### config.mk
export PLATFORM = sky130hd
export DESIGN_NAME = seq_bitwise_logic_unit
export DESIGN_NICKNAME = d
export VERILOG_FILES = /design/src/rtl/seq_bitwise_logic_unit.sv
export SDC_FILE = /design/constraint.sdc
export NUM_CORES = 1
export LEC_CHECK = 0
export CAP_MARGIN = 20
export CORE_UTILIZATION = 48
export DETAILED_ROUTE_END_ITERATION = 10
export PLACE_DENSITY = 0.76
export SETUP_SLACK_MARGIN = 0.1
export SKIP_CTS_REPAIR_TIMING = 1
export SLEW_MARGIN = 20
export SYNTH_ARGS = -nofsm -noshare
export SYNTH_HDL_FRONTEND = slang
export SYNTH_SLANG_ARGS = --single-unit
### constraint.sdc
create_clock -name clk -period 3.5 [get_ports clk]
set_clock_uncertainty 0.1 [all_clocks]
set_input_delay 0.7 -clock clk [delete_from_list [all_inputs] [get_ports clk]]
set_output_delay 0.7 -clock clk [all_outputs]
set_load 0.02 [all_outputs]
### src/rtl/seq_bitwise_logic_unit.sv
// seq_bitwise_logic_unit: multi-cycle slice-serial AND/OR/XOR/NOR unit with start/done handshake and zero flag
module seq_bitwise_logic_unit #(
  parameter int WIDTH = 32,
  parameter int SLICE = 4
) (
  input  logic             clk,
  input  logic             reset,
  input  logic             start,
  input  logic [1:0]       op,
  input  logic [WIDTH-1:0] a,
  input  logic [WIDTH-1:0] b,
  output logic             busy,
  output logic             done,
  output logic [WIDTH-1:0] out,
  output logic             zero
);
  localparam int NSLICE = WIDTH / SLICE;
  localparam int CW = $clog2(NSLICE);
  typedef enum logic [1:0] {IDLE, RUN, DONE} state_t;
  state_t           r_state, w_next;
  logic [CW-1:0]    r_cnt;
  logic [1:0]       r_op;
  logic [WIDTH-1:0] r_a, r_b, r_part, r_out, w_result;
  logic             r_zero, w_last, w_load;
  logic [SLICE-1:0] w_as, w_bs, w_slice;
  // state register
  always_ff @(posedge clk)
    if (reset) r_state <= IDLE;
    else r_state <= w_next;
  // next state: RUN walks all slices; IDLE and DONE both accept a new start
  always_comb begin
    w_last = r_cnt == CW'(NSLICE - 1);
    w_load = (r_state != RUN) && start;
    w_next = r_state == RUN ? (w_last ? DONE : RUN) : (start ? RUN : IDLE);
  end
  // apply the selected op to the current slice and merge it into the partial word
  always_comb begin
    w_as = r_a[r_cnt*SLICE +: SLICE];
    w_bs = r_b[r_cnt*SLICE +: SLICE];
    w_slice = r_op == 2'b00 ? (w_as & w_bs) :
              r_op == 2'b01 ? (w_as | w_bs) :
              r_op == 2'b10 ? (w_as ^ w_bs) : ~(w_as | w_bs);
    w_result = r_part;
    w_result[r_cnt*SLICE +: SLICE] = w_slice;
  end
  // operand capture, slice accumulation, and result publication on the last slice
  always_ff @(posedge clk)
    if (reset) begin
      r_a <= '0;
      r_b <= '0;
      r_op <= '0;
      r_part <= '0;
      r_cnt <= '0;
      r_out <= '0;
      r_zero <= 1'b0;
    end else if (w_load) begin
      r_a <= a;
      r_b <= b;
      r_op <= op;
      r_part <= '0;
      r_cnt <= '0;
    end else if (r_state == RUN) begin
      r_part <= w_result;
      r_cnt <= r_cnt + 1'b1;
      if (w_last) begin
        r_out <= w_result;
        r_zero <= ~|w_result;
      end
    end
  assign busy = r_state == RUN;
  assign done = r_state == DONE;
  assign out  = r_out;
  assign zero = r_zero;
endmodule

Yosys cells after proc, flatten, opt, wreduce, memory -nomap -nowiden:

Index checks and enable logic that the tools add are counted.

* output and inout port bits: 35
* bits of input ports: 69
* register bits: 136

* reductions and logical operators: 6
* mux-type cells: 7
* bitwise gates (word level): 5
* shifts and indexed selects: 4
* equality and inequality tests: 6
* add/sub/neg operators: 2

Operator list (number)
* 32-bit by 6-bit indexed part select with 4-bit output: 2
* 5-bit negation with 34-bit output: 1
* 4-bit by 34-bit variable shift with 32-bit output (first input constant): 1
* 4-bit by 34-bit indexed part select with 32-bit output: 1
* 32-bit bitwise mux: 1
* 32-bit OR reduction: 1
* 4-bit 2-to-1 mux: 3
* 4-bit bitwise AND: 1
* 2-bit by 1-bit equality test with 1-bit output (second input constant): 2
* 2-bit equality test (second input constant): 2
* 2-bit 2-to-1 mux: 2
* 4-bit inverter: 1
* 4-bit bitwise OR: 1
* 4-bit XOR: 1
* 3-bit by 1-bit adder with 3-bit output (second input constant): 1
* 3-bit equality test (second input constant): 1
* 3-bit AND reduction: 1
* 2-bit zero test: 1
* 2-bit by 1-bit inequality test with 1-bit output (second input constant): 1
* 2-bit OR reduction: 1
* 1-bit logical AND: 1
* 1-bit zero test: 1
* 1-bit 2-to-1 mux: 1
* 1-bit inverter: 1

Logic depth before layout (Yosys ltp):

Gate-level depths: netlist (run 1).

* depth in word-level cells: 10
* gate-level depth with buffers: 13

Worst setup path after synthesis (run 1):

OpenSTA, ideal clock, no wires.

* path kind: flip-flop to flip-flop
* from: register r_cnt[0]
* to: register r_zero, in the netlist zero
* path buffers: 3
* data arrival time: 3321 ps
* path slack: 11 ps
* stages on the path, launching flop included: 13
* data required time: 3331 ps
* clock period less this slack: 3489 ps
* cell sequence: dfxtp_1 buf_2 buf_2 mux4_2 nand2_1 and2_1 ha_1 mux4_2 buf_2 o22ai_1 nand4_1 or3_1 o21ai_1

* word-level cells in the longest chain between the ends: 10
* elaborated cells between the ends (all ways): 17
* classes of those cells: add/sub (1); eq/ne (1); shift (4); mux (4); bitwise (4); reduce/logical (3)

RTL lines
* start, declared: RTL line 21 `logic [CW-1:0] r_cnt;`
* start signal, assigned: RTL line 64 `r_cnt <= r_cnt + 1'b1;`
* 32-bit by 6-bit indexed part select with 4-bit output, on equally long branches: RTL line 38, 39
* 4-bit bitwise OR: RTL line 41, 42
* 4-bit inverter: RTL line 42 `r_op == 2'b10 ? (w_as ^ w_bs) : ~(w_as | w_bs);`
* 4-bit 2-to-1 mux: RTL line 42
* 4-bit 2-to-1 mux: RTL line 41 `r_op == 2'b01 ? (w_as | w_bs) :`
* 4-bit 2-to-1 mux: RTL line 40 `w_slice = r_op == 2'b00 ? (w_as & w_bs) :`
* 4-bit by 34-bit indexed part select with 32-bit output: RTL line 44 `w_result[r_cnt*SLICE +: SLICE] = w_slice;`
* 32-bit bitwise mux: RTL line 44
* 32-bit OR reduction: RTL line 67 `r_zero <= ~|w_result;`
* 1-bit zero test: RTL line 67
* end signal, assigned: RTL line 67
* end, declared: RTL line 24 `logic r_zero, w_last, w_load;`

Parallel ways exist; a longest one is shown, timed or not.
A chain may end at the register's enable or synchronous reset.

Final worst setup path (run 1):

Same ends and word-level chain as after synthesis.

==> results of run 1 <==
metal layers:
layer  global-route usage  vias up
met3               0.0572       21
met2                0.411      177
met5                    0        -
met4               0.0996        0
met1                0.285     2433
li1                     -     2632
area by class of cell:
class                           instances  area (sq um)  share of cell area
Inverter                               18          67.6             0.00857
Clock inverter                         13           203              0.0257
Sequential cell                       136          2720               0.345
Tap cell                              168           210              0.0266
Clock buffer                           18           439              0.0557
Timing Repair Buffer                  120          1160               0.147
Multi-Input combinational cell        512          3090               0.391
cell usage in the layout, fill, tap and decap left out, drive strengths merged:
cell type,count
bufinv,5
nor4,4
ha,19
nor2b,7
nor3,13
nor2,39
nand3,6
mux2i,23
a21oi,85
clkbuf,18
nor4b,2
a21o,1
buf,18
dfxtp,136
nand4,2
nand4b,1
or4,1
o41ai,3
clkinvlp,2
o221ai,1
nand2b,3
a211oi,21
inv,17
mux4,20
a22o,2
xnor2,1
o21a,1
a22oi,6
and2,10
clkdlybuf4s50,102
nor3b,2
nand2,193
or3b,2
o21ai,34
o22a,1
nand3b,4
clkinv,7
o22ai,2
or3,3
kinds of logic after synthesis:
kind of cell,count (synthesis)
muxes,43
and+or+nand+nor,292
buffers and inverters,71
AOI/OAI and AO/OA,157
adders and majority gates,19
DFF,136
xor gates and xnor gates,1
flip-flops by register name, summed over array words and instances, names as in the netlist:
| signal | cells |
|---|---|
| r_state | 2 |
| r_b | 32 |
| r_op | 2 |
| r_part | 32 |
| r_a | 32 |
| r_cnt | 3 |
| out | 32 |
| zero | 1 |
worst min-delay path: cells and delay by family (launching register included):
kind	cells	cell delay [ns]
compound gates	1	0.05
flops	1	0.31
simple gates	1	0.05
path summary, 6_finish.rpt:
kind | slack (ns) | to | cells after the start
max | 0.34 | zero | 10
min | 0.34 | out[16] | 2
max reg2reg | 0.34 | zero | 10
min reg2reg | 0.34 | out[16] | 2
power groups by stage:
stage	Sequential [W]	Combinational, W	Clock (W)
after floorplan	0.00167	0.000276	0
after global placement	0.00168	0.000401	0
after detailed placement	0.00168	0.000415	0
after CTS	0.00165	0.000420	0.00195
after global routing	0.00166	0.000465	0.00202
final	0.00165	0.000420	0.00193
synth_stat cells (all sizes together):
cell type and number:
nand2 193, dfxtp 136, a21oi 85, clkbuf 40, nor2 39, o21ai 34, mux2i 23, a211oi 21
mux4 20, ha 19, inv 17, buf 13, nor3 13, and2 10, nor2b 7, a22oi 6
nand3 6, nand3b 4, nor4 4, nand2b 3, o41ai 3, or3 3, a22o 2, nand4 2
nor3b 2, nor4b 2, o22ai 2, or3b 2, a21o 1, clkinv 1, nand4b 1, o21a 1
o221ai 1, o22a 1, or4 1, xnor2 1
metrics by stage:
stage | area [sq um] | power, W
after floorplan | 6080 | 0.00194
after global placement | 7240 | 0.00208
after detailed placement | 7240 | 0.00210
after CTS | 7880 | 0.00402
after global routing | 7890 | 0.00414
final | 7890 | 0.00400
==> results.sh, run 1 <==
export IMPL_cts_sinks=136
export IMPL_place_ws_ns=0.277
export IMPL_synth_area_leaders="dfxtp_1 45%, nand2_1 12%, mux4_2 7.4%"
export IMPL_hpwl_um=10400
export IMPL_synth_area_sq_um=6080
export IMPL_portBuffers=103
export IMPL_rsz0062_at_grt="false"
export IMPL_drc=0
export IMPL_power_density_nw_per_um2=507
export IMPL_ant_nets=0
export IMPL_grt_pass1_vias=5083
export IMPL_syn_num_nets=807
export IMPL_path_cells="buf_4 -> mux4_2 -> nand2_1 -> and2_1 -> ha_1 -> mux4_2 -> or3b_1 -> nand4_1 -> or3_1 -> o21ai_1"
export IMPL_grt_max_degree=70
export IMPL_dp_cells=954
export IMPL_clock_latency_ns=0.42
export IMPL_netlist_cell_type_count=42
export IMPL_crit_start="r_cnt[0]"
export IMPL_via_per_inst=5.34
export IMPL_ys_seq_area_frac=0.448
export IMPL_post_route_period_util=0.904
export IMPL_grt_pass1_wl_um=24200
export IMPL_wl_met3_um=783
export IMPL_crit_top_cell="mux4_2"
export IMPL_drive_gt1_frac=0.0967
export IMPL_startpoint_type="flip-flop"
export IMPL_required_ns=3.76
export IMPL_wl_per_cell_um=14.9
export IMPL_die_w_um=115
export IMPL_synthCells=719
export IMPL_synth_top_cell_area_share=0.448
export IMPL_synth_seq_cells=136
export IMPL_cp_num_buf_inv=1
export IMPL_drt_iter0_markers=380
export IMPL_p_sw_w=0.000919
export IMPL_fp_dieH_um=115
export IMPL_hp_start="out[16]"
export IMPL_fin_crit_ns=3.16
export IMPL_yosys_area_share_simple=0.207
export IMPL_cp_slowest_stage_delay_ns=0.60
export IMPL_ir_worst_vdd_mv=0.319
export IMPL_core_area_sq_um=12200
export IMPL_die_area_sq_um=13100
export IMPL_synth_warnings=0
export IMPL_reg2reg_from="r_cnt[0]"
export IMPL_worst_slack_ns=0.335
export IMPL_avgSynthCellArea_sq_um=8.45
export IMPL_routabilityCongestion=0.889
export IMPL_setup_tns_ns=0
export IMPL_outcome="finished clean"
export IMPL_holdWs_ns=0.345
export IMPL_area_delta_synth_final_pct=29.8
export IMPL_cts_tree="done"
export IMPL_grtUsageTotal=0.239
export IMPL_cellLeakagePower_nw=2.92
export IMPL_path_delay_family="multiplexers"
export IMPL_clock_fmax_mhz=316
export IMPL_synth_fa_ha_area_frac=0.0391
export IMPL_power_frac_clock=0.482
export IMPL_drtPass1Iterations=5
export IMPL_antenna_found_initial=0
export IMPL_layout_nets=893
export IMPL_critical_path_arrival_ns=3.42
export IMPL_clockBufferDepth=2
export IMPL_start_util=0.500
export IMPL_met2WireLength_um=7410
export IMPL_top_layer_used="met4"
export IMPL_relSlewSlack=0.541
export IMPL_hold_path_class="reg -> reg"
export IMPL_rows=40
export IMPL_h_tree_depth=4
export IMPL_muxShareOfSynthArea=0.112
export IMPL_overflow=0
export IMPL_clk_pin_slew_ns=0.06
export IMPL_num_vias=5263
export IMPL_antenna_cells=0
export IMPL_ioPinCount=104
export IMPL_synth_top_family_by_area="simple AND/OR/NAND/NOR gates"
export IMPL_routed_wl_um=14700
export IMPL_synthXorXnorAreaFrac=0.00144
export IMPL_p_int_w=0.00308
export IMPL_cp_end_kind="flip-flop"
export IMPL_synth_compound_area_frac=0.146
export IMPL_fin_util=0.649
export IMPL_n_fill_cell=1036
export IMPL_worst_slew_pin_slew_ns=0.689
export IMPL_finalSetupViolations=0
export IMPL_yosysTopAreaCell="dfxtp_1"
export IMPL_p_sw_frac=0.230
export IMPL_cts_made_buffers=17
export IMPL_clockRootBuffer="clkbuf_16"
export IMPL_wl_met1_um=6240
export IMPL_final_cell_count_no_fill=985
export IMPL_maxCapViolCount=0
export IMPL_power_frac_comb=0.105
export IMPL_drv_slew=0
export IMPL_p_seq_frac=0.413
export IMPL_hold_viol=0
export IMPL_critPathKind="reg -> reg"
export IMPL_critical_path_max_fanout=13
export IMPL_crit_slowest_cell="mux4_2"
(Power assumes the default switching activity.)
==> inputs of run 2 (changes only) <==
- CORE_UTILIZATION: 48 -> 30
- PLACE_DENSITY: 0.76 -> 0.52
==> results.sh, run 2 (synthesis results as in run 1) <==
export IMPL_outcome="finished clean"
export IMPL_die_area_sq_um=20800
export IMPL_overflow=0
export IMPL_core_area_sq_um=19700
export IMPL_fin_util=0.414
export IMPL_via_per_inst=4.71
export IMPL_layout_nets=904
export IMPL_hold_viol=0
export IMPL_cp_end_kind="flip-flop"
export IMPL_worst_slack_ns=0.307
export IMPL_rsz0062_at_grt="false"
export IMPL_relSlewSlack=0.526
export IMPL_worst_slew_pin_slew_ns=0.711
export IMPL_clock_fmax_mhz=313
export IMPL_layout_common_cells="192 x nand2_1, 134 x dfxtp_1, 102 x clkdlybuf4s50_1, 84 x a21oi_1, 39 x nor2_1"
export IMPL_drt_iter0_markers=289
export IMPL_antenna_found_initial=0
export IMPL_ioPinCount=104
export IMPL_ant_nets=0
export IMPL_drive_gt1_frac=0.107
export IMPL_ir_worst_vdd_mv=0.314
export IMPL_hpwl_um=11100
export IMPL_area_delta_synth_final_pct=34.0
export IMPL_critPathKind="reg -> reg"
export IMPL_routabilityCongestion=0.797
export IMPL_hold_path_class="reg -> reg"
export IMPL_antenna_cells=0
export IMPL_startpoint_type="flip-flop"
export IMPL_drc=0
export IMPL_critical_path_arrival_ns=3.44
export IMPL_num_vias=5152
export IMPL_rows=51
export IMPL_required_ns=3.75
export IMPL_clockBufferDepth=2
export IMPL_start_util=0.309
export IMPL_drtPass1Iterations=4
export IMPL_fin_crit_ns=3.19
export IMPL_grt_pass1_wl_um=25600
export IMPL_h_tree_depth=4
export IMPL_setup_tns_ns=0
export IMPL_critical_path_max_fanout=14
export IMPL_drv_slew=0
export IMPL_clockRootBuffer="clkbuf_16"
export IMPL_die_w_um=144
export IMPL_routed_wl_um=16100
export IMPL_cellLeakagePower_nw=2.99
export IMPL_r2r_setup_slack_ns=0.31
export IMPL_clock_latency_ns=0.42
export IMPL_place_ws_ns=0.126
export IMPL_wl_per_cell_um=14.7
export IMPL_grtUsageTotal=0.162
export IMPL_grt_pass1_vias=4852
export IMPL_clk_pin_slew_ns=0.06
export IMPL_grt_max_degree=68
export IMPL_finalSetupViolations=0
export IMPL_post_route_period_util=0.912
export IMPL_maxCapViolCount=0
export IMPL_portBuffers=103
export IMPL_cts_sinks=136
export IMPL_cts_tree="done"
export IMPL_fp_dieH_um=144
export IMPL_cts_made_buffers=17
export IMPL_mostFrequentLayoutCell="nand2_1"
export IMPL_power_density_nw_per_um2=493
export IMPL_holdWs_ns=0.349
[run 2: routing by layer]
layer  vias to the layer above  track usage  wire length (um)
met4                         0       0.0449               112
met5                         -            0                 0
met2                        97        0.258              7340
li1                       2667            -                 -
met3                         7       0.0454               612
met1                      2381        0.214              8030
[run 2: metrics by stage]
stage	std cells	instance area (sq um)	power [W]
finish	1094	8140	0.00401
global route	1094	8140	0.00418
CTS	1087	8040	0.00404
detailed placement	1055	7410	0.00212
global placement	1055	7410	0.00211
floorplan	719	6080	0.00194
[run 2: worst max-delay path: stages, from the launching register on]
cell     delay, ns
dfxtp_2       0.38
buf_12        0.18
mux4_2        0.50
nand2_1       0.09
and2_1        0.19
inv_1         0.06
ha_1          0.22
mux4_2        0.55
mux2i_2       0.23
nand4_1       0.12
or3_1         0.39
o21ai_1       0.11
[run 2: final cells by class]
type / instances / area, sq um
Clock buffer: 21 / 460
Clock inverter: 11 / 171
Fill cell: 2056 / 11500
Inverter: 18 / 67.6
Multi-Input combinational cell: 513 / 3120
Sequential cell: 136 / 2730
Tap cell: 265 / 332
Timing Repair Buffer: 130 / 1260
[run 2: path summary, 6_finish.rpt]
kind | from | depth (start not counted) | end
max reg2reg | r_cnt[0] | 11 | zero
min reg2reg | out[31] | 2 | out[31]
max | r_cnt[0] | 11 | zero
min | out[31] | 2 | out[31]
[run 2: power breakdown]
| group | leakage, nW | internal (W) | total, W | switching (W) |
|---|---|---|---|---|
| Clock | 0.303 | 0.00123 | 0.00191 | 0.000683 |
| Combinational | 1.57 | 0.000218 | 0.000450 | 0.000232 |
| Sequential | 1.11 | 0.00161 | 0.00165 | 0.0000415 |
| Total | 2.99 | 0.00306 | 0.00401 | 0.000956 |
